**src/rtl/prefetch_queue.sv**
```systemverilog
// prefetch_queue
//   Instruction byte queue between the bus interface unit and pre_decode.
//   Fetches 16-bit code words into a circular byte buffer of DEPTH entries and
//   presents the three head bytes, the valid byte count and the head address.
//   Branches flush the queue and restart fetching at a new address.
//
// Parameters
//   DEPTH  queue capacity in bytes (4..16)
//   AW     fetch address width
//
// Ports
//   clk          core clock
//   reset_n      asynchronous active-low reset
//   ce           clock enable; nothing updates (acks included) while low
//   flush        discard queue contents, restart fetching at flush_addr
//   flush_addr   new fetch address, sampled with flush
//   consume_len  bytes popped from the head this cycle (0..3)
//   fetch_req    bus request level, held until fetch_ack
//   fetch_addr   fetch address, stable while fetch_req is high
//   fetch_ack    bus cycle complete, fetch_data valid
//   fetch_data   fetched word, low byte at the even address
//   q_len        valid bytes in the queue
//   q0, q1, q2   head bytes; positions at or beyond q_len read 8'h00
//   head_addr    address of q0
//
// Configuration
//   PREFETCH_BYPASS_EN  when defined, bytes arriving on an ack become visible
//                       on q_len/q0..q2 in the same cycle while q_len < 3.
//                       Undefined (default): outputs are purely registered.

module prefetch_queue_chk (
  input logic       clk,
  input logic       reset_n,
  input logic       ce,
  input logic       flush,
  input logic [2:0] consume_len,
  input logic [3:0] q_len
);
  // The datapath clamps an over-long consume; flag it so the caller gets fixed.
  a_consume_in_range: assert property (
    @(posedge clk) disable iff (!reset_n)
      (ce && !flush) |-> ({1'b0, consume_len} <= q_len)
  );
endmodule

module prefetch_queue #(
  parameter int DEPTH = 8,
  parameter int AW    = 20
) (
  input  logic          clk,
  input  logic          reset_n,
  input  logic          ce,
  input  logic          flush,
  input  logic [AW-1:0] flush_addr,
  input  logic [2:0]    consume_len,
  output logic          fetch_req,
  output logic [AW-1:0] fetch_addr,
  input  logic          fetch_ack,
  input  logic [15:0]   fetch_data,
  output logic [3:0]    q_len,
  output logic [7:0]    q0,
  output logic [7:0]    q1,
  output logic [7:0]    q2,
  output logic [AW-1:0] head_addr
);
  localparam int PW = $clog2(DEPTH);
  localparam int CW = 5;
  localparam logic [CW-1:0] DEPTH_C = CW'(DEPTH);
  localparam logic [AW-1:0] ONE_A   = {{(AW-1){1'b0}}, 1'b1};
  localparam logic [AW-1:0] TWO_A   = {{(AW-2){1'b0}}, 2'b10};

  typedef enum logic [1:0] {IDLE = 2'd0, FETCH = 2'd1, DISCARD = 2'd2} state_t;

  // Modulo-DEPTH pointer advance; works for non-power-of-2 DEPTH.
  function automatic logic [PW-1:0] ptr_add(input logic [PW-1:0] ptr,
                                            input logic [CW-1:0] inc);
    logic [CW:0] sum;
    logic [CW:0] wrapped;
    sum     = {{(CW+1-PW){1'b0}}, ptr} + {1'b0, inc};
    wrapped = sum - {1'b0, DEPTH_C};
    if (sum >= {1'b0, DEPTH_C}) return wrapped[PW-1:0];
    else                        return sum[PW-1:0];
  endfunction

  state_t        state_r;
  logic          fetch_req_r;
  logic [AW-1:0] fetch_addr_r;
  logic [AW-1:0] saved_addr_r;
  logic [7:0]    mem_r [DEPTH];
  logic [PW-1:0] rd_ptr_r;
  logic [PW-1:0] wr_ptr_r;
  logic [CW-1:0] count_r;
  logic [3:0]    q_len_r;
  logic [7:0]    head_r [3];
  logic [AW-1:0] head_addr_r;

  logic          ack_s;
  logic [1:0]    push_n_s;
  logic [7:0]    push_b0_s;
  logic [7:0]    push_b1_s;
  logic [CW-1:0] avail_s;
  logic [CW-1:0] cons_s;
  logic [CW-1:0] count_next_s;
  logic [CW-1:0] space_next_s;
  logic [PW-1:0] rd_next_s;
  logic [PW-1:0] wr_next_s;
  logic [PW-1:0] wr_plus1_s;
  logic [PW-1:0] pos_s [3];
  logic [7:0]    peek_s [3];

  assign ack_s = ce & fetch_ack;

  // Bytes delivered by this cycle's ack; an odd address keeps only the high byte.
  always_comb begin
    push_b0_s = 8'h00;
    push_b1_s = 8'h00;
    if ((state_r == FETCH) && ack_s && !flush) begin
      if (fetch_addr_r[0]) begin
        push_n_s  = 2'd1;
        push_b0_s = fetch_data[15:8];
      end else begin
        push_n_s  = 2'd2;
        push_b0_s = fetch_data[7:0];
        push_b1_s = fetch_data[15:8];
      end
    end else begin
      push_n_s = 2'd0;
    end
  end

`ifdef PREFETCH_BYPASS_EN
  logic       bypass_s;
  logic [7:0] byp_s [3];

  assign bypass_s = (push_n_s != 2'd0) && (count_r < 5'd3);
  assign avail_s  = bypass_s ? (count_r + {3'b000, push_n_s}) : count_r;

  // Same-cycle view: registered head bytes followed by the incoming bytes.
  always_comb begin
    for (int k = 0; k < 3; k++) begin
      if (CW'(k) < count_r)                                  byp_s[k] = head_r[k];
      else if (CW'(k) == count_r)                            byp_s[k] = push_b0_s;
      else if ((CW'(k) == count_r + 5'd1) && (push_n_s == 2'd2)) byp_s[k] = push_b1_s;
      else                                                   byp_s[k] = 8'h00;
    end
  end

  assign q_len = bypass_s ? avail_s[3:0] : q_len_r;
  assign q0    = bypass_s ? byp_s[0] : head_r[0];
  assign q1    = bypass_s ? byp_s[1] : head_r[1];
  assign q2    = bypass_s ? byp_s[2] : head_r[2];
`else
  assign avail_s = count_r;
  assign q_len   = q_len_r;
  assign q0      = head_r[0];
  assign q1      = head_r[1];
  assign q2      = head_r[2];
`endif

  assign cons_s       = ({2'b00, consume_len} > avail_s) ? avail_s : {2'b00, consume_len};
  assign count_next_s = count_r + {3'b000, push_n_s} - cons_s;
  assign space_next_s = DEPTH_C - count_next_s;
  assign rd_next_s    = ptr_add(rd_ptr_r, cons_s);
  assign wr_next_s    = ptr_add(wr_ptr_r, {3'b000, push_n_s});
  assign wr_plus1_s   = ptr_add(wr_ptr_r, 5'd1);

  // Next head bytes; freshly pushed slots are taken from the ack data, not memory.
  always_comb begin
    for (int k = 0; k < 3; k++) begin
      pos_s[k] = ptr_add(rd_next_s, CW'(k));
      if (CW'(k) >= count_next_s)                                 peek_s[k] = 8'h00;
      else if ((push_n_s != 2'd0) && (pos_s[k] == wr_ptr_r))      peek_s[k] = push_b0_s;
      else if ((push_n_s == 2'd2) && (pos_s[k] == wr_plus1_s))    peek_s[k] = push_b1_s;
      else                                                        peek_s[k] = mem_r[pos_s[k]];
    end
  end

  // Byte storage, pointers and the registered head view.
  always_ff @(posedge clk or negedge reset_n) begin
    if (!reset_n) begin
      for (int i = 0; i < DEPTH; i++) mem_r[i] <= 8'h00;
      for (int k = 0; k < 3; k++) head_r[k] <= 8'h00;
      rd_ptr_r    <= {PW{1'b0}};
      wr_ptr_r    <= {PW{1'b0}};
      count_r     <= {CW{1'b0}};
      q_len_r     <= 4'd0;
      head_addr_r <= {AW{1'b0}};
    end else if (ce) begin
      if (flush) begin
        for (int k = 0; k < 3; k++) head_r[k] <= 8'h00;
        rd_ptr_r    <= wr_ptr_r;
        count_r     <= {CW{1'b0}};
        q_len_r     <= 4'd0;
        head_addr_r <= flush_addr;
      end else begin
        if (push_n_s != 2'd0) mem_r[wr_ptr_r]   <= push_b0_s;
        if (push_n_s == 2'd2) mem_r[wr_plus1_s] <= push_b1_s;
        for (int k = 0; k < 3; k++) head_r[k] <= peek_s[k];
        rd_ptr_r    <= rd_next_s;
        wr_ptr_r    <= wr_next_s;
        count_r     <= count_next_s;
        // With DEPTH=16 a full queue does not fit the 4-bit count.
        q_len_r     <= count_next_s[3:0];
        head_addr_r <= head_addr_r + {{(AW-CW){1'b0}}, cons_s};
      end
    end
  end

  // Fetch sequencer: request level, fetch address and pending flush target.
  always_ff @(posedge clk or negedge reset_n) begin
    if (!reset_n) begin
      state_r      <= IDLE;
      fetch_req_r  <= 1'b0;
      fetch_addr_r <= {AW{1'b0}};
      saved_addr_r <= {AW{1'b0}};
    end else if (ce) begin
      case (state_r)
        IDLE: begin
          if (flush) begin
            state_r      <= FETCH;
            fetch_req_r  <= 1'b1;
            fetch_addr_r <= flush_addr;
          end else if (space_next_s >= 5'd2) begin
            state_r     <= FETCH;
            fetch_req_r <= 1'b1;
          end
        end
        FETCH: begin
          if (flush && ack_s) begin
            fetch_addr_r <= flush_addr;
          end else if (flush) begin
            // Bus cycle still in flight: let it finish, then drop its data.
            state_r      <= DISCARD;
            saved_addr_r <= flush_addr;
          end else if (ack_s) begin
            fetch_addr_r <= fetch_addr_r + (fetch_addr_r[0] ? ONE_A : TWO_A);
            if (space_next_s >= 5'd2) begin
              state_r     <= FETCH;
              fetch_req_r <= 1'b1;
            end else begin
              state_r     <= IDLE;
              fetch_req_r <= 1'b0;
            end
          end
        end
        DISCARD: begin
          if (flush && ack_s) begin
            state_r      <= FETCH;
            fetch_addr_r <= flush_addr;
          end else if (flush) begin
            saved_addr_r <= flush_addr;
          end else if (ack_s) begin
            state_r      <= FETCH;
            fetch_addr_r <= saved_addr_r;
          end
        end
        default: begin
          state_r     <= IDLE;
          fetch_req_r <= 1'b0;
        end
      endcase
    end
  end

  assign fetch_req  = fetch_req_r;
  assign fetch_addr = fetch_addr_r;
  assign head_addr  = head_addr_r;

  prefetch_queue_chk u_chk (
    .clk         (clk),
    .reset_n     (reset_n),
    .ce          (ce),
    .flush       (flush),
    .consume_len (consume_len),
    .q_len       (q_len)
  );
endmodule

```
**config.mk**
```make
export PLATFORM = sky130hd
export DESIGN_NAME = prefetch_queue
export DESIGN_NICKNAME = d
export VERILOG_FILES = /design/src/rtl/prefetch_queue.sv
export SDC_FILE = /design/constraint.sdc
export NUM_CORES = 1
export LEC_CHECK = 0
export BUFFER_PORTS_ARGS = -buffer_cell sky130_fd_sc_hd__buf_2
export CAP_MARGIN = 40
export CORE_MARGIN = 2
export CORE_UTILIZATION = 54
export CTS_CLUSTER_DIAMETER = 80
export DETAILED_ROUTE_END_ITERATION = 7
export GPL_TIMING_DRIVEN = 0
export PLACE_DENSITY = 0.81
export SLEW_MARGIN = 30
export SYNTH_ARGS = -nofsm -noshare
export SYNTH_HDL_FRONTEND = slang
export SYNTH_HIERARCHICAL = 1
export SYNTH_SLANG_ARGS = --single-unit
```
**constraint.sdc**
```tcl
create_clock -name clk -period 5.4 [get_ports clk]
set_clock_uncertainty 0.1 [all_clocks]
set_input_delay 1.08 -clock clk [delete_from_list [all_inputs] [get_ports clk]]
set_output_delay 1.08 -clock clk [all_outputs]
set_load 0.02 [all_outputs]
```
Word-level counts from Yosys, hierarchy flattened
Index checks and enable logic that the tools add are counted.
{"block": "word_totals", "register_bits": 166, "elab_cells": 175}
{"block": "op_classes", "order_cmp": 18, "mux": 72, "n_reduce_logical": 21, "bitwise_logic": 9, "eq_ne": 19, "addsub": 16}
{"cell": "2-to-1 mux 64 bit", "count": 4}
{"cell": "2-to-1 mux 8 bit", "count": 21}
{"cell": "2-to-1 mux 20 bit", "count": 8}
{"cell": "bitwise mux 64 bit", "count": 2}
{"cell": "binary-select mux 8 bit (select 3 bit)", "count": 3}
{"cell": "case mux 20 bit (3 select lines)", "count": 1}
{"cell": "demux 8 bit (select 3 bit)", "count": 2}
{"cell": ">= comparator 4 bit (second input constant)", "count": 9}
{"cell": "2-to-1 mux 24 bit", "count": 1}
{"cell": "2-to-1 mux 2 bit", "count": 11}
{"cell": "2-to-1 mux 3 bit", "count": 7}
{"cell": "adder 20 x 2 -> 20 bit", "count": 1}
{"cell": "adder 20 x 5 -> 20 bit", "count": 1}
{"cell": "inverter 3 -> 4 bit", "count": 5}
{"cell": "equality test 3 bit", "count": 6}
{"cell": "subtractor 3 x 1 -> 3 bit (second input constant)", "count": 6}
{"cell": "!= test 3 bit (second input constant)", "count": 4}
{"cell": "AND reduction 6 bit", "count": 2}
{"cell": "logical AND 1 bit", "count": 11}
{"cell": ">= comparator 1 x 5 -> 1 bit (first input constant)", "count": 2}
{"cell": "2-to-1 mux 5 bit", "count": 2}
{"cell": "adder 3 x 1 -> 4 bit (second input constant)", "count": 2}
{"cell": "less-than comparator 4 x 1 -> 1 bit (second input constant)", "count": 2}
{"cell": "!= test 2 bit (second input constant)", "count": 4}
{"cell": "28 further kinds", "count": 38}

Logic depth before layout (Yosys ltp)
{"block": "depth", "word_depth": 16, "mapped_depth": 21}

Worst setup path before layout
OpenSTA, ideal clock, no wires.
{"block": "synth_path", "path_type": "input-to-reg", "from": "input port consume_len[1]", "to": "register head_r, in the netlist q1[3]", "setup_time_ps": 126, "path_slack_ps": -672, "cell_stages": 17, "required_ps": 5174, "arrival_ps": 5846, "path_buffers": 4, "cell_sequence": "ha_1 -> nor2b_1 -> o31ai_2 -> nor2_1 -> o21ai_0 -> ha_1 -> inv_1 -> fa_1 -> buf_1 -> clkinv_1 -> clkbuf_1 -> ha_1 -> clkbuf_1 -> buf_2 -> mux4_2 -> o221a_1 -> a221o_1"}
{"block": "synth_between", "elab_chain_cells": 16}
{"element": "start: declaration", "line": "55", "source": "input logic [2:0] consume_len,"}
{"element": "> comparator 3 x 5 -> 1 bit", "line": "160", "source": "assign cons_s = ({2'b00, consume_len} > avail_s) ? avail_s : {2'b00, consume_len};"}
{"element": "2-to-1 mux 5 bit *", "line": "160"}
{"element": "adder 3 x 5 -> 6 bit", "line": "79", "source": "sum = {{(CW+1-PW){1'b0}}, ptr} + {1'b0, inc};"}
{"element": ">= comparator 6 x 4 -> 1 bit or subtractor 3 x 1 -> 3 bit (tied branches)", "line": "81, 80"}
{"element": "2-to-1 mux 3 bit", "line": "81", "source": "if (sum >= {1'b0, DEPTH_C}) return wrapped[PW-1:0];"}
{"element": "adder 3 x 1 -> 4 bit", "line": "79"}
{"element": ">= comparator 4 bit or subtractor 3 x 1 -> 3 bit (tied branches)", "line": "81, 80"}
{"element": "2-to-1 mux 3 bit", "line": "81"}
{"element": "inverter 3 -> 4 bit (not written as such)", "line": "174", "source": "else peek_s[k] = mem_r[pos_s[k]];"}
{"element": "binary-select mux 8 bit (select 3 bit)", "line": "174"}
{"element": "2-to-1 mux 8 bit (not written as such) (2 in series)", "line": "174"}
{"element": "2-to-1 mux 8 bit", "line": "173", "source": "else if ((push_n_s == 2'd2) && (pos_s[k] == wr_plus1_s)) peek_s[k] = push_b1_s;"}
{"element": "2-to-1 mux 8 bit", "line": "172", "source": "else if ((push_n_s != 2'd0) && (pos_s[k] == wr_ptr_r)) peek_s[k] = push_b0_s;"}
{"element": "2-to-1 mux 8 bit *", "line": "171", "source": "if (CW'(k) >= count_next_s) peek_s[k] = 8'h00;"}
{"element": "2-to-1 mux 24 bit *", "line": "189", "source": "if (flush) begin"}
{"element": "end: declaration", "line": "94", "source": "logic [7:0] head_r [3];"}
Every way passes the cells marked *; elsewhere a longest branch is shown, timed or not. The select of a mux whose other input is x is not followed.
A chain may end at the register's enable or synchronous reset.

Worst setup path in the final report
{"block": "layout_path", "from": "input port consume_len[1]", "to": "register head_r, in the netlist q0[7]"}
{"block": "layout_between", "elab_chain_cells": 15}
{"element": "> comparator 3 x 5 -> 1 bit", "line": "160"}
{"element": "2-to-1 mux 5 bit *", "line": "160"}
{"element": "adder 3 x 5 -> 6 bit", "line": "79"}
{"element": ">= comparator 6 x 4 -> 1 bit or subtractor 3 x 1 -> 3 bit (tied branches)", "line": "81, 80"}
{"element": "2-to-1 mux 3 bit", "line": "81"}
{"element": ">= comparator 3 x 4 -> 1 bit or subtractor 3 x 1 -> 3 bit (tied branches)", "line": "81, 80"}
{"element": "2-to-1 mux 3 bit", "line": "81"}
{"element": "inverter 3 -> 4 bit (not written as such)", "line": "174"}
{"element": "binary-select mux 8 bit (select 3 bit)", "line": "174"}
{"element": "2-to-1 mux 8 bit (not written as such) (2 in series)", "line": "174"}
{"element": "2-to-1 mux 8 bit", "line": "173"}
{"element": "2-to-1 mux 8 bit", "line": "172"}
{"element": "2-to-1 mux 8 bit *", "line": "171"}
{"element": "2-to-1 mux 24 bit *", "line": "189"}
Marks and branches as above.

==> results.md <==
* Status: completed
* GRT overflow at 0
* Post-layout min period at 5160 ps
* Clock buffer depth at 2
* Most frequent cells in the layout: nor2_1 (223), dfrtp_1 (162), buf_2 (114), nand2_1 (103), o22ai_1 (78)
* Lkg Pwr at 5.77 nW
* Total GRT Usage at 0.352
* Syn avg cell area at 8.86 µm²
* Setup violators final at 0
* Fin cells at 1654
* Core Util, Final at 0.629
* First-pass GRT wire length at 58000 µm
* GRT met1 Usage at 0.436
* Synthesized area at 11000 µm²
* Die width at 146 µm
* FF+latch area at 4050 µm²
* CP Class: input port to flip-flop
* Count of pins over their slew limit at 0
* Worst Path Arrival at 5340 ps
* Post-synth EDFFs at 0
* Clk Latency, worst-skew pair at 440 ps
* Initial DRC Count at 1059
* Rel. slew slack at 0.432
* Area occupied by multi-input gates at 6430 µm²
* Startpoint types: input port
* Worst Path Max Fanout at 10
* Port bufs at 109
* FILL cells at 1701
* Seq/Total Area, Yosys at 0.370
* # nets final at 1446
* CTS Sinks at 162
* CTS root buffer: clkbuf_16
* Predominant post-synthesis flop cell: dfrtp_1
* Rows at 52
* Num CTS Buffers at 17
* Asr flop ratio synth at 1.00
* H-tree depth at 4
* Final period utilization at 0.956
* Met2 Track Usage GR at 0.559
* Largest net degree at the start of global routing at 74
* Die H at 146 µm
* Antenna fix cells at 0
* Placed wire-length estimate at 27200 µm
* Remaining antenna violation count at 0
* FF+latch count, synth at 162
* RePlAce Congestion at 0.971
* Vias per cell at 6.45
* Routed length per instance at 22.6 µm
* TritonRoute pass-1 iters at 8
* Max Cap Violations at 0
* Initial antenna violation count at 0
* CTS tree: done
* Slew at the pin closest to its max-slew limit at 828 ps
* Starting Density at 0.547
* Cell area power density at 735 nW/µm²
* IO Count at 113
* CP Capture Type: flip-flop
* FMAX at 194 MHz
* Cells after Synth at 1236
* Syn. warnings at 6
* Req. time, crit path at 5580 ps
* Commonest non-fill, non-tap cell in the layout: nor2_1
* Unique masters post-synth at 74
* Die area at 21400 µm²
* Most Crowded Layer GR: met2
* Worst min path class: input port to async pin
* Post-Place Cells at 1618
* Core area at 20000 µm²
* Layout cells sized above 1 at 0.179
* GR Util met3 at 0.0684
* Vias at 10663
* Drt drc at 0
* CTS clk-pin slew, worst paths at 70 ps
* Maximum vdd ir drop at 0.348 mV
* Final Hold Fails at 0
* Layout area overhead at 15.0%
* Vias in the first global route at 10493
* Final wirelength at 37400 µm
-- critical path, stage by stage --
cell and delay, ps:
buf_2 110, ha_1 300, nor2b_1 140, o31ai_2 280, nor2_1 140, mux2_2 300, inv_1 100, fa_2 600
buf_6 200, clkbuf_1 500, clkbuf_1 590, a21oi_1 210, nor2_1 260, a21oi_1 170, o211ai_1 170, o221ai_1 160
-- metal layers --
metal	wire [µm]	share of wire	vias to the layer above
met3	3550	0.095	156
met4	2710	0.072	0
li1	-	-	4764
met2	17400	0.47	645
met5	0	0	-
met1	13700	0.37	5098
-- sequential cells by signal (all words and copies together), names as in the netlist --
signal,count
fetch_req,1
q0,8
head_addr,20
mem_r,64
wr_ptr_r,3
state_r,2
fetch_addr,20
q1,8
avail_s,5
q2,8
saved_addr_r,20
rd_ptr_r,3
-- synth_stat cells (11+ instances only) --
cell type / count / share of area
o21ai_0: 56 / 0.026
xor2_1: 14 / 0.011
clkbuf_1: 59 / 0.020
or3_1: 11 / 0.0063
o211ai_1: 22 / 0.015
buf_1: 12 / 0.0041
a22oi_1: 11 / 0.0075
nor2b_1: 15 / 0.0086
inv_1: 46 / 0.016
nand4_1: 11 / 0.0063
mux4_2: 29 / 0.060
o22ai_1: 78 / 0.045
nor2_1: 224 / 0.077
a21oi_1: 68 / 0.031
a211oi_1: 13 / 0.0089
ha_1: 26 / 0.030
mux2_2: 38 / 0.039
nand3_1: 29 / 0.013
xnor2_1: 20 / 0.016
nand2_1: 103 / 0.035
dfrtp_1: 162 / 0.37
mux2i_1: 40 / 0.037
-- path summary, 6_finish.rpt --
kind | startpoint | endpoint | slack (ps) | cells past startpoint
worst min-delay path | reset_n | fetch_addr[2] | 360 | 1
max in group asynchronous | reset_n | q2[6] | 3790 | 3
min in group clk | q0[2] | q0[2] | 410 | 2
worst max-delay path | consume_len[1] | q0[7] | 240 | 16
worst max register to register | avail_s[1] | q0[7] | 510 | 16
worst min register to register | q0[2] | q0[2] | 410 | 2
-- through the flow --
stage               setup TNS (ps)  total power, W  hold slack, ps  cell area (µm²)  setup WS [ps]
finish                           0         0.00926             363            12600            237
detailed placement           -9110         0.00773             386            11900           -979
CTS                              0         0.00906             363            12600           25.6
floorplan                        0         0.00609             377            11000           40.2
global route                 -1.30         0.00975             369            12600          -1.30
global placement             -7640         0.00759             384            11900           -881
-- final cells by class --
class | instances | share of cell area
Multi-Input combinational cell | 946 | 0.510
Sequential cell | 162 | 0.322
Timing Repair Buffer | 116 | 0.0510
Clock buffer | 18 | 0.0341
Buffer | 80 | 0.0273
Tap cell | 270 | 0.0268
Inverter | 48 | 0.0147
Clock inverter | 14 | 0.0140
-- power breakdown --
group	switching (W)	internal (W)
Clock	0.000542	0.000736
Sequential	0.000406	0.00165
Combinational	0.00351	0.00241
Total	0.00446	0.00480
-- timing repair --
item | 4_1_cts | 5_1_grt
pin swaps | 1 | 0
resized for setup | 4 | 7
hold buffers | 0 | 0
setup buffers | 1 | 2
hold endpoints to repair | 0 | 0
endpoints found under the setup margin | 8 | 16
-- kinds of logic after synthesis --
group	count (synthesis)	share of synthesized area
xor+xnor	39	0.0370
other cells	1	0.000342
mux	108	0.136
fa+ha+maj	31	0.0388
buf+inv	129	0.0467
compound gates	331	0.199
simple gates	435	0.172
flops	162	0.370
No activity file was read; power rests on OpenSTA's default activity.
